File: config.mk
export PLATFORM = sky130hd
export DESIGN_NAME = weight_fetch_ctrl
export DESIGN_NICKNAME = d
export VERILOG_FILES = /design/src/rtl/weight_fetch_ctrl.sv
export SDC_FILE = /design/constraint.sdc
export NUM_CORES = 1
export LEC_CHECK = 0
export BUFFER_PORTS_ARGS = -buffer_cell sky130_fd_sc_hd__buf_2
export CAP_MARGIN = 20
export CELL_PAD_IN_SITES_DETAIL_PLACEMENT = 1
export CELL_PAD_IN_SITES_GLOBAL_PLACEMENT = 1
export CORE_MARGIN = 2
export CORE_UTILIZATION = 35
export DETAILED_ROUTE_END_ITERATION = 12
export GPL_ROUTABILITY_DRIVEN = 0
export PLACE_DENSITY = 0.77
export RECOVER_POWER = 25
export SYNTH_ARGS = -nofsm -noshare
export SYNTH_HDL_FRONTEND = slang
export SYNTH_SLANG_ARGS = --single-unit
export TNS_END_PERCENT = 50
File: constraint.sdc
create_clock -name clk -period 2.65 [get_ports clk]
set_input_delay 0.265 -clock clk [delete_from_list [all_inputs] [get_ports clk]]
set_output_delay 0.265 -clock clk [all_outputs]
set_load 0.05 [all_outputs]
File: src/rtl/weight_fetch_ctrl.sv
// Weight-memory read sequencer: streams one neuron's weights to the MAC through a
// 2-entry FIFO and hands the memory write port to the loader between jobs.
module weight_fetch_ctrl #(
    parameter int unsigned NUM_INPUTS  = 5,
    parameter int unsigned NUM_NEURONS = 1,
    parameter int unsigned ADDR_WIDTH  = 10,
    parameter int unsigned DATA_WIDTH  = 16,
    parameter int unsigned BASE_ADDR   = 0,
    parameter int unsigned NIDX_W      = 8
) (
    input  logic                          clk,
    input  logic                          rst_n,
    input  logic                          start,
    input  logic [NIDX_W-1:0]             neuron_idx,
    output logic                          busy,
    output logic                          done,
    output logic                          err,
    output logic [DATA_WIDTH-1:0]         w_data,
    output logic                          w_valid,
    input  logic                          w_ready,
    output logic                          w_last,
    output logic [$clog2(NUM_INPUTS):0]   w_idx,
    output logic                          mem_re,
    output logic [ADDR_WIDTH-1:0]         mem_raddr,
    input  logic [DATA_WIDTH-1:0]         mem_rdata,
    input  logic                          load_valid,
    output logic                          load_ready,
    input  logic [ADDR_WIDTH-1:0]         load_addr,
    input  logic [DATA_WIDTH-1:0]         load_data,
    output logic                          mem_we,
    output logic [ADDR_WIDTH-1:0]         mem_waddr,
    output logic [DATA_WIDTH-1:0]         mem_wdata
);

    localparam int unsigned IDX_W = $clog2(NUM_INPUTS) + 1;
    localparam logic [IDX_W-1:0]      N_IDX    = IDX_W'(NUM_INPUTS);
    localparam logic [IDX_W-1:0]      LAST_IDX = IDX_W'(NUM_INPUTS - 1);
    localparam logic [ADDR_WIDTH-1:0] BASE_A   = ADDR_WIDTH'(BASE_ADDR);
    localparam logic [ADDR_WIDTH-1:0] STRIDE_A = ADDR_WIDTH'(NUM_INPUTS);

    typedef enum logic [1:0] {S_IDLE, S_FETCH, S_DRAIN} state_t;

    state_t                 r_state;
    state_t                 w_state_nxt;
    logic [ADDR_WIDTH-1:0]  r_base;
    logic [IDX_W-1:0]       r_issued;
    logic                   r_inflight;
    logic [IDX_W-1:0]       r_inflight_idx;
    logic                   r_done;
    logic                   r_err;

    logic [DATA_WIDTH-1:0]  r_fifo_data [2];
    logic [IDX_W-1:0]       r_fifo_idx  [2];
    logic                   r_fifo_last [2];
    logic                   r_wr_ptr;
    logic                   r_rd_ptr;
    logic [1:0]             r_count;

    logic                   w_pop;
    logic                   w_idx_ok;
    logic [2:0]             w_occ;

    assign w_valid   = (r_count != 2'd0);
    assign w_data    = r_fifo_data[r_rd_ptr];
    assign w_idx     = r_fifo_idx[r_rd_ptr];
    assign w_last    = r_fifo_last[r_rd_ptr];
    assign w_pop     = w_valid & w_ready;
    assign w_idx_ok  = (32'(neuron_idx) < NUM_NEURONS);
    // Slots committed after this cycle: buffered + in flight - leaving now
    assign w_occ     = 3'(r_count) + 3'(r_inflight) - 3'(w_pop);

    assign busy      = (r_state != S_IDLE);
    assign done      = r_done;
    assign err       = r_err;
    assign mem_raddr = r_base + ADDR_WIDTH'(r_issued);
    assign mem_we    = load_valid & load_ready;
    assign mem_waddr = load_addr;
    assign mem_wdata = load_data;

    // State register
    always_ff @(posedge clk or negedge rst_n) begin
        if (!rst_n) r_state <= S_IDLE;
        else        r_state <= w_state_nxt;
    end

    // Next state, read issue and write-port grant
    always_comb begin
        w_state_nxt = r_state;
        mem_re      = 1'b0;
        load_ready  = 1'b0;
        case (r_state)
            S_IDLE: begin
                load_ready = ~start;
                if (start && w_idx_ok) w_state_nxt = S_FETCH;
            end
            S_FETCH: begin
                mem_re = (r_issued < N_IDX) && (w_occ < 3'd2);
                if (mem_re && (r_issued == LAST_IDX)) w_state_nxt = S_DRAIN;
            end
            S_DRAIN: begin
                if (w_pop && w_last) w_state_nxt = S_IDLE;
            end
            default: w_state_nxt = S_IDLE;
        endcase
    end

    // Job bookkeeping and status pulses
    always_ff @(posedge clk or negedge rst_n) begin
        if (!rst_n) begin
            r_base         <= '0;
            r_issued       <= '0;
            r_inflight     <= 1'b0;
            r_inflight_idx <= '0;
            r_done         <= 1'b0;
            r_err          <= 1'b0;
        end else begin
            r_done     <= (r_state == S_DRAIN) && w_pop && w_last;
            r_err      <= (r_state == S_IDLE) && start && !w_idx_ok;
            r_inflight <= mem_re;
            if (mem_re) r_inflight_idx <= r_issued;
            if ((r_state == S_IDLE) && start && w_idx_ok) begin
                r_base   <= BASE_A + ADDR_WIDTH'(neuron_idx) * STRIDE_A;
                r_issued <= '0;
            end else if (mem_re) begin
                r_issued <= r_issued + IDX_W'(1);
            end
        end
    end

    // Output FIFO: read data lands one cycle after its mem_re
    always_ff @(posedge clk or negedge rst_n) begin
        if (!rst_n) begin
            for (int i = 0; i < 2; i++) begin
                r_fifo_data[i] <= '0;
                r_fifo_idx[i]  <= '0;
                r_fifo_last[i] <= 1'b0;
            end
            r_wr_ptr <= 1'b0;
            r_rd_ptr <= 1'b0;
            r_count  <= 2'd0;
        end else begin
            if (r_inflight) begin
                r_fifo_data[r_wr_ptr] <= mem_rdata;
                r_fifo_idx[r_wr_ptr]  <= r_inflight_idx;
                r_fifo_last[r_wr_ptr] <= (r_inflight_idx == LAST_IDX);
                r_wr_ptr              <= ~r_wr_ptr;
            end
            if (w_pop) r_rd_ptr <= ~r_rd_ptr;
            case ({r_inflight, w_pop})
                2'b10:   r_count <= r_count + 2'd1;
                2'b01:   r_count <= r_count - 2'd1;
                default: r_count <= r_count;
            endcase
        end
    end

    a_no_overflow: assert property (@(posedge clk) disable iff (!rst_n)
        !(r_inflight && !w_pop && (r_count == 2'd2)));

endmodule

* Yosys cells after proc, flatten, opt, wreduce, memory -nomap -nowiden
Index checks and enable logic that the tools add are counted.
** Storage, ports and cells
- Output and inout port bits :: 64
- Word-level logic and storage cells :: 89
- Flip-flop bits (word level) :: 69
** Operators by class
- $add $sub $neg :: 6
- Mux-type cells :: 27
- Multipliers :: 1
- Eq/ne operators :: 9
- Bitwise logic cells :: 7
- Order comparisons :: 6
- Reduce and logical (&&, ||, !) cells :: 17
** Operator list (count)
- $mux 16 :: 4
- $bwmux 32 :: 1
- $mux 4 :: 6
- $demux 16 s1 :: 1
- $add 10x4->10 :: 1
- $logic_and 1x1->1 :: 10
- $mul 8x3->10 const B :: 1
- $bwmux 8 :: 1
- $eq 4x3->1 const B :: 2
- $lt 8x1->1 const B :: 1
- $reduce_bool 2->1 :: 4
- $mux 1 :: 6
- $mux 2 :: 3
- $ne 2x2->1 const B :: 3
- $pmux 2 s3 :: 1
- $add 4x1->4 const B :: 1
- $demux 4 s1 :: 1
- $eq 2x1->1 const B :: 2
- $eq 2x2->1 const B :: 2
- $ge 2x2->1 const B :: 2
- $lt 4x3->1 const B :: 1
- $not 1->2 :: 2
- $pmux 2 s2 :: 1
- $add 2x1->3 :: 1
- other kinds (12) :: 15

* Depth between registers and ports, before layout
Gate-level depths: netlist (run 1).
- Word-level depth :: 8
- Mapped depth :: 11
- Depth with buffers taken out :: 10

* Worst setup path before layout (run 1)
No wires, ideal clock.
- Kind :: register to register
- Start :: register r_count[1]
- End :: register r_issued[1]
- Data required time :: 2.518 ns
- Period minus slack after synthesis :: 2.755 ns
- Library setup time :: 0.132 ns
- Path buffers :: 1
- Cell stages (with the launch flop) :: 12
- Arrival :: 2.624 ns
- Slack :: -0.105 ns
- Cell sequence :: dfrtp_1 -> nand2_1 -> nor2_1 -> a21oi_1 -> nand2b_1 -> fa_1 -> nand2b_1 -> or4_1 -> buf_2 -> clkinv_1 -> mux2i_1 -> nor2_1
** On the way
- Cells in the longest elaborated chain, start to end :: 7
** RTL lines
- start: declaration :: RTL line 57 : logic [1:0] r_count;
- start signal: assignment :: RTL line 150 : 2'b10: r_count <= r_count + 2'd1;
- start signal: assignment :: RTL line 151 : 2'b01: r_count <= r_count - 2'd1;
- start signal: assignment :: RTL line 152 : default: r_count <= r_count;
- parallel branches: the longest is 2 deep, another holds $add 2x1->3
- $sub 3x1->3 (*) :: RTL line 70 : assign w_occ = 3'(r_count) + 3'(r_inflight) - 3'(w_pop);
- $lt 3x2->1 (*) :: RTL line 97 : mem_re = (r_issued < N_IDX) && (w_occ < 3'd2);
- $logic_and 1x1->1 (*) :: RTL line 97
- $mux 1 (*) :: RTL line 91 : case (r_state)
- named net mem_re :: RTL line 23 : output logic mem_re,
- $reduce_bool 2->1 (no line) (*)
- end signal: assignment :: RTL line 125 : r_issued <= r_issued + IDX_W'(1);
- end: declaration :: RTL line 46 : logic [IDX_W-1:0] r_issued;
Mark *: on every way through the listed nets, which the timed path passes.
A chain may end at the register's enable or synchronous reset.

* Final worst setup path (run 1)
- Start :: register r_count[0]
- End :: output port mem_re
** On the way
- Cells in the longest elaborated chain, start to end :: 6
** RTL lines (RTL line)
- parallel branches: the longest is 2 deep, another holds $add 2x1->3
- $sub 3x1->3 (*) :: 70
- $lt 3x2->1 (*) :: 97
- $logic_and 1x1->1 (*) :: 97
- $mux 1 (*) :: 91
- end: declaration :: 23
Mark *: on every way between the ends.

==> results of run 1 <==
==> cell type report <==
class	instances	area [um2]
well taps	136	170
multi-input cells	196	1690
inverters	11	46.3
repair buffers	84	494
clock buffers	12	145
clock inverters	4	47.5
fillers	1138	5910
flip-flops and latches	69	1730
==> layer usage <==
metal,vias to the layer above,wire length [um]
li1,1166,-
met1,1266,3320
met2,69,4050
met3,20,345
met4,0,191
met5,-,0
==> Yosys cell counts (2+ instances only) <==
cell type   n
nor4_1      2
nand2_1    24
nor2_1     12
buf_2       3
or4_1       2
a21o_1      3
clkbuf_1    4
nand2b_1    3
nor2b_1     2
xnor2_1     9
and4_1      2
o211ai_1    3
and2_1      2
ha_1       18
dfrtp_1    69
xor2_1      6
buf_4      26
mux2i_1     2
a21oi_1     9
inv_1      10
o21a_1      2
nor3_1      2
fa_1        3
a211oi_1    2
buf_1       3
mux2_2     62
o21ai_0    11
==> final timing paths <==
check	start	endpoint	slack (ns)	depth (start not counted)
setup / recovery	r_count[0]$_DFFE_PN0P_	mem_re	-0.06	8
hold / removal	start	err$_DFF_PN0_	0.16	3
setup reg to reg	r_count[0]$_DFFE_PN0P_	r_issued[2]$_DFFE_PN0P_	0.06	9
hold reg to reg	r_rd_ptr$_DFFE_PN0P_	r_rd_ptr$_DFFE_PN0P_	0.48	1
max in group asynchronous	rst_n	r_issued[0]$_DFFE_PN0P_	0.85	3
min in group asynchronous	rst_n	r_fifo_data[1]$_DFFE_PN0P_	0.84	2
==> power by group <==
part | switching, mW | total, mW | internal [mW]
Combinational | 0.259 | 0.399 | 0.141
Clock | 0.387 | 0.845 | 0.458
Sequential | 0.0140 | 1.09 | 1.08
Total | 0.659 | 2.34 | 1.68
==> logic make-up after synthesis <==
logic type               Yosys count  share of synthesized area [%]
buffers and inverters             47                           7.58
XOR/XNOR                          15                           3.58
multiplexers                      64                           19.6
AND/OR/NAND/NOR                   63                           8.84
flip-flops                        69                           47.1
AO/OA/AOI/OAI                     33                           5.50
adder cells (fa/ha/maj)           21                           7.78
==> sequential cells by signal, summed over array words and instances (netlist names), 2 cells and up <==
register,cells
r_inflight_idx,4
r_base,10
r_fifo_idx,8
r_state,2
r_fifo_data,32
r_fifo_last,2
r_count,2
r_issued,4
==> worst min-delay path, delay by kind of cell <==
family                 cells  cell delay [ns]
buffers and inverters      1             0.12
and+or+nand+nor            1             0.05
AOI/OAI and AO/OA          1             0.04
==> stage by stage <==
| stage | setup WS, ns | std cells | util, % | hold WS [ns] | TNS, ns |
|---|---|---|---|---|---|
| after global routing | -0.162 | 512 | 42.3 | 0.160 | -0.209 |
| final | -0.0634 | 512 | 42.3 | 0.164 | -0.0634 |
| after global placement | 0.114 | 488 | 39.3 | 0.323 | 0 |
| after floorplan | 0.00341 | 312 | - | -0.0306 | 0 |
| after detailed placement | 0.0513 | 488 | 39.3 | 0.331 | 0 |
| after CTS | -0.0383 | 507 | 41.7 | 0.148 | -0.0383 |
==> repair_timing <==
item | 4_1_cts | 5_1_grt
hold buffers | 1 | 0
setup endpoints to repair | 1 | 10
pin swaps | 2 | 1
resized for setup | 8 | 6
endpoints found under the hold margin | 27 | 0
setup buffers | 2 | 5
==> run metrics, run 1 <==
status finished, violations left; failing checks capacitance limit, slew limit, setup timing; Nets 447; syn avg cell area 11.7 um2; die height approximately 110 um; Crit Path Category reg -> out; Cell Pwr Density between 500 and 600 mW/mm2; Max clock buf depth 2; Hold Crit Class in -> reg; synth top area cells dfrtp_1 (47%), mux2_2 (19%), ha_1 (6.1%), buf_4 (5.3%), nand2_1 (2.5%); total routed wirelength 7900 um; slowest CP cell or4_4; CP Capture Type output pin; Initial Util 35.8%; RSZ-0062 raised after global routing true; crit-path max FO 4; Yosys cell types 43; Lkg Pwr 2.06 nW; # port buffers between 60 and 70; core box area 0.0102 mm2; crit start category flop; met1 Use GR 17.2%; family with the most delay on the worst path simple AND/OR/NAND/NOR gates; Critical Path Max Stage Delay 0.54 ns; buffers plus inverters on the worst setup path 2; Vias between 2000 and 3000; DRC errors left 0; grt peak-use layer met2; diode count 0; sequential fraction of the synthesis area 47.1%; htree depth 3; commonest non-fill, non-tap cell in the layout dfrtp_1; max cap viols 1; all-layer global routing usage 15.0%; full die area 0.0113 mm2; CTS tree done; Syn Nets 388; share of the synthesized area in the top cell type 47.1%; Max Clk Rate ~0.37 GHz; Final Skew 0.00868 ns; Die X 106 um; # IOs 119; vias in the first global route 2720; Post-synth EDFFs 0; clk sink count 69; CP Data Arrival Time 2.45 ns; Total Power 2.34 mW; sequence of cells on the critical path nor2_2 -> a21oi_2 -> nand2b_4 -> fa_1 -> nand2b_1 -> or4_4 -> clkinv_4 -> buf_8; Pre-Repair DR Iteration Count 3; DPL Wire Length 5580 um; Tightest Pin Transition 1.58 ns; cell row count 37; yosys warns 0; drt wl/cell 15.4 um; met2 usage 26.7%; Mapped Cells 312; routed vias/inst 4.92; First DRT Iteration DRCs 65; ys flop type dfrtp_1; most frequent cells in the layout dfrtp_1 (68), mux2_2 (62), buf_2 (62); Max IR drop VDD about 0.2 mV; Tcrit/Tclk final 102%; antenna viol nets, final 0; final setup fails 1; initial antenna violation count 0; TritonCTS buffer count 9; largest net degree at the start of global routing 43; CTS clock-pin slew for the worst setup and hold paths 0.07 ns; Pins Over Slew Limit 28; Async SR Flop Fraction 100%; Final Hold Viols 0; Overflow after GRT 0; mapped cell area 0.00366 mm2; first-pass GRT wire length between 10000 and 15000 um; cell area after placement about 0.004 mm2; area grow syn2layout 18.0%; Root Driver clkbuf_8; post-synthesis register bit count 69; Crit path required time 2.38 ns; Synth area leader dfrtp_1; Tmin final 2.71 ns; final worst-path setup slack -0.0634 ns; clock latency on the worst-skew pair around 0.34 ns; met3 Track Usage GR 3.31%; final instance area 0.00432 mm2; share of cells above drive strength 1 between 40% and 50%; Slew headroom -5.26%
No activity file was read; power rests on OpenSTA's default activity.
==> run 2, diff against run 1 <==
- ABC_AREA: default -> 1
- CORE_UTILIZATION: 35 -> 34
- PLACE_DENSITY: 0.77 -> 0.79
==> run metrics, run 2 <==
# port buffers 66; cell count after placement 664; sequential fraction of the synthesis area 44.1%; share of the synthesized area in the top cell type between 40% and 50%; diode count 0; max cap viols 1; final setup fails 0; Final Hold Viols 0; crit start category flop; RSZ-0062 raised after global routing false; htree depth 3; vias in the first global route approximately 3500; Post-synth EDFFs 0; Syn Nets 567; clock latency on the worst-skew pair around 0.33 ns; Synth top cells by count nand2_1 (176), dfrtp_1 (69), inv_1 (51), o21ai_0 (27), buf_4 (26); CTS tree done; mapped cell area 0.00391 mm2; Tightest Pin Transition 1.50 ns; Max Clk Rate 0.403 GHz; core box area 0.0113 mm2; setup TNS 0 ns; Yosys cell types 32; yosys warns 0; final non-filler cell total 682; DRC errors left 0; Overflow after GRT 0; final worst-path setup slack 0.166 ns; RR Endpoint r_issued[3]$_DFFE_PN0P_; Tcrit/Tclk final between 90% and 100%; Pre-Repair DR Iteration Count 4; Vias 3234; Top Registers r_fifo_data (32), r_base (10), r_fifo_idx (8); sequence of cells on the critical path inv_2 -> nand2_2 -> nand2_1 -> inv_1 -> nand2_1 -> o21ai_2 -> inv_1 -> fa_1 -> nand3_2 -> nor3_4 -> buf_6; commonest non-fill, non-tap cell in the layout nand2_1; post-synthesis register bit count 69; share of cells above drive strength 1 roughly 20%; crit path launch r_count[1]$_DFFE_PN0P_; most frequent cells in the layout nand2_1 (175), dfrtp_1 (68), buf_2 (64); die height ~110 um; Nets 610; total routed wirelength just over 9000 um; Cell Pwr Density 1190 mW/mm2; Lkg Pwr 2.46 nW; crit-path max FO 3; Async SR Flop Fraction 100%; Root Driver clkbuf_16; first-pass GRT wire length roughly 16000 um; all-layer global routing usage 15.9%; # IOs about 120; Die X ~110 um; Critical Path Max Stage Delay 0.50 ns; Worst R2R Setup Slack 0.51 ns; Slew headroom 0.109%; Pins Over Slew Limit 0; Max clock buf depth 2; syn avg cell area roughly 8 um2; Synth area leader dfrtp_1; drt wl/cell 13.6 um; slowest CP cell fa_1; Reg with most FFs r_fifo_data; synth top area cells dfrtp_1 (44%), nand2_1 (17%), ha_1 (5.8%), buf_4 (5.0%), inv_1 (4.9%); reg-to-reg startpoint r_count[1]$_DFFE_PN0P_; top-count cell post-synth nand2_1; Layout fillers 1418; Mapped Cells 491; cell row count 39; largest net degree at the start of global routing 44; failing checks capacitance limit; antenna viol nets, final 0; DP Worst Slack 0.131 ns; Initial Util 34.6%; area grow syn2layout 15.2%; max FFs per register 32; CTS clock-pin slew for the worst setup and hold paths 0.06 ns; Crit path required time 2.38 ns; full die area 0.0124 mm2; ys flop type dfrtp_1; CP Data Arrival Time 2.22 ns; TritonCTS buffer count 9; Final Skew 0.00514 ns; FF-to-FF path depth 13; First DRT Iteration DRCs around 130; Tmin final 2.48 ns; Max IR drop VDD 0.689 mV; crit path to mem_re; Crit Path Category reg -> out; initial antenna violation count 0; DPL Wire Length about 7000 um; clk sink count 69; Hold Crit Class in -> reg; routed vias/inst 4.74; CP Capture Type output pin; status finished, violations left
-- run 2: metrics by stage --
| step | power, mW | instance area (um2) | hold slack (ns) | util, % |
|---|---|---|---|---|
| finish | 5.39 | 4510 | 0.181 | 39.8 |
| global route | 5.76 | 4510 | 0.190 | 39.8 |
| CTS | 5.46 | 4500 | 0.176 | 39.8 |
| detailed placement | 4.20 | 4170 | 0.316 | 36.8 |
| global placement | 4.10 | 4170 | 0.306 | 36.8 |
| floorplan | 3.67 | 3920 | -0.0306 | - |
-- run 2: kinds of logic after synthesis --
| group | Yosys count | share of synthesized area [%] |
|---|---|---|
| simple gates | 236 | 25.7 |
| fa+ha+maj | 21 | 7.29 |
| buf+inv | 98 | 13.1 |
| compound gates | 59 | 7.99 |
| xor+xnor | 8 | 1.79 |
| flops | 69 | 44.1 |
-- run 2: how the worst min path moves through the flow --
stage / startpoint / end / slack [ns] / cells after the start
3_5_place_dp: rst_n / r_fifo_data[4]$_DFFE_PN0P_ / 0.32 / 1
2_1_floorplan: rst_n / done$_DFF_PN0_ / -0.03 / 0
5_1_grt: mem_rdata[14] / r_fifo_data[30]$_DFFE_PN0P_ / 0.19 / 3
6_report: mem_rdata[14] / r_fifo_data[30]$_DFFE_PN0P_ / 0.18 / 3
4_1_cts: mem_rdata[14] / r_fifo_data[30]$_DFFE_PN0P_ / 0.18 / 3
3_3_place_gp: rst_n / r_fifo_data[4]$_DFFE_PN0P_ / 0.31 / 1
-- run 2: timing repair --
item | CTS | global route
buffers inserted | 0 | 1
resized for setup | 5 | 1
hold endpoints to repair | 26 | 0
hold buffers | 1 | 0
pin swaps | 0 | 1
setup endpoints to repair | 1 | 2
-- run 2: final cells by class --
| class | instances | area, um2 | share of cell area, % |
|---|---|---|---|
| clock buffer | 11 | 253 | 5.60 |
| multi-input combinational | 324 | 1680 | 37.3 |
| inverter | 55 | 206 | 4.58 |
| timing repair buffer | 75 | 405 | 8.99 |
| sequential | 69 | 1730 | 38.3 |
| clock inverter | 5 | 58.8 | 1.30 |
| tap | 143 | 179 | 3.97 |
-- run 2: layer usage --
layer	GRT usage, %	part of all wire, %
met1	19.3	44
met2	27.4	50
met3	3.99	4.5
met4	5.68	1.1
met5	0	0
-- run 2: worst max-delay path, delay by kind of cell (launching register included) --
family / cells / cell delay [ns]
adder cells (fa/ha/maj): 1 / 0.50
AND/OR/NAND/NOR: 5 / 0.49
flip-flops: 1 / 0.37
buffers and inverters: 4 / 0.37
AO/OA/AOI/OAI: 1 / 0.15
-- run 2: where the power goes --
part | internal (mW) | switching (mW) | leakage, nW
registers | 1.41 | 0.218 | 0.865
logic | 0.646 | 1.88 | 1.44
clock network | 0.779 | 0.447 | 0.148
total | 2.84 | 2.55 | 2.46
==> run 3, diff against run 2 <==
- MAX_ROUTING_LAYER: default -> met4
==> run metrics, run 3 (synthesized netlist as in run 2, its figures left out) <==
status finished, violations left; failing checks capacitance limit, slew limit; Initial Util 34.6%; max FFs per register 32; final setup fails 0; crit-path max FO 3; Die X 111 um; # IOs between 100 and 150; DPL Wire Length 6830 um; CP Data Arrival Time 2.22 ns; Root Driver clkbuf_16; Pre-Repair DR Iteration Count 4; Layout fillers about 1400; core box area 0.0113 mm2; drt wl/cell 13.6 um; htree depth 3; sequence of cells on the critical path inv_2 -> nand2_2 -> nand2_1 -> inv_1 -> nand2_1 -> o21ai_2 -> inv_1 -> fa_1 -> nand3_2 -> nor3_4 -> buf_6; register area ~0.0017 mm2; Final Skew 0.00459 ns; Vias 3247; TritonCTS buffer count 9; Pins Over Slew Limit 28; most frequent cells in the layout nand2_1 (175), dfrtp_1 (68), buf_2 (64); Worst R2R Setup Slack 0.50 ns; Nets 610; Crit Path Category reg -> out; multi-input logic area about 0.0017 mm2; clock latency on the worst-skew pair 0.33 ns; Hold Crit Class in -> reg; full die area 0.0124 mm2; Max Clk Rate 0.403 GHz; First DRT Iteration DRCs 112; Final Hold Viols 0; RSZ-0062 raised after global routing false; largest net degree at the start of global routing 44; CP Capture Type output pin; setup TNS 0 ns; CTS clock-pin slew for the worst setup and hold paths 0.06 ns; Crit path required time 2.38 ns; DRC errors left 0; vias in the first global route 3510; DP Worst Slack 0.131 ns; Tightest Pin Transition 1.51 ns; Cell Pwr Density between 1000 and 1500 mW/mm2; slowest CP cell fa_1; diode count 0; routed vias/inst about 4.8; die height 111 um; crit start category flop; commonest non-fill, non-tap cell in the layout nand2_1; total routed wirelength 9300 um; CTS tree done; antenna viol nets, final 0; cell row count 39; Tmin final around 2.5 ns; Top Registers r_fifo_data (32), r_base (10), r_fifo_idx (8); share of cells above drive strength 1 19.9%; area grow syn2layout 15.2%; Max clock buf depth 2; Critical Path Max Stage Delay 0.50 ns; # port buffers 66; first-pass GRT wire length 16200 um; initial antenna violation count 0; Tcrit/Tclk final 93.7%; all-layer global routing usage between 10% and 20%; Reg with most FFs r_fifo_data; Slew headroom -0.337%; final worst-path setup slack 0.166 ns; Lkg Pwr 2.46 nW; max cap viols 1; Max IR drop VDD 0.689 mV; Overflow after GRT 0; clk sink count 69
## run 3: what timing repair did
action | in CTS | in global routing
resized for setup | 5 | 1
hold buffers | 1 | 0
hold endpoints to repair | 26 | 0
setup buffers | 0 | 1
endpoints found under the setup margin | 1 | 2
pin swaps | 0 | 1
## run 3: power breakdown
part	internal [mW]	total [mW]	switching, mW
logic	0.646	2.53	1.89
clock network	0.779	1.23	0.447
registers	1.41	1.63	0.218
## run 3: cell type report
type	count	area share (%)
Sequential cell	69	38.3
Multi-Input combinational cell	324	37.3
Timing Repair Buffer	75	8.99
Clock buffer	11	5.60
Inverter	55	4.58
Tap cell	143	3.97
Clock inverter	5	1.30
## run 3: metrics by stage
stage,util [%],hold WS (ns),total power [mW],area [um2],instances
3_3_place_gp,36.8,0.306,4.10,4170,664
4_1_cts,39.8,0.176,5.46,4500,681
3_5_place_dp,36.8,0.316,4.20,4170,664
5_1_grt,39.8,0.190,5.76,4510,682
6_report,39.8,0.181,5.39,4510,682
2_1_floorplan,-,-0.0306,3.67,3920,491
## run 3: worst max-delay path: cells and delay by family (launching register included)
| family | cells | cell delay (ns) |
|---|---|---|
| simple gates | 5 | 0.49 |
| compound gates | 1 | 0.15 |
| flops | 1 | 0.37 |
| buf+inv | 4 | 0.37 |
| fa+ha+maj | 1 | 0.50 |
## run 3: worst paths after layout
check,startpoint,end,cells after the start
max in group asynchronous,rst_n,r_issued[3]$_DFFE_PN0P_,3
hold reg to reg,r_state[0]$_DFFE_PN0P_,done$_DFF_PN0_,1
setup reg to reg,r_count[1]$_DFFE_PN0P_,r_issued[3]$_DFFE_PN0P_,13
hold / removal,mem_rdata[14],r_fifo_data[30]$_DFFE_PN0P_,3
min in group asynchronous,rst_n,r_fifo_data[4]$_DFFE_PN0P_,2
setup / recovery,r_count[1]$_DFFE_PN0P_,mem_re,11
## run 3: layer usage
layer / up-vias / global-route usage [%] / share of wire (%)
met2: 72 / 27.3 / 50
li1: 1603 / - / -
met5: - / - / 0
met1: 1564 / 19.4 / 44
met4: 0 / 5.68 / 1.0
met3: 8 / 3.99 / 4.5
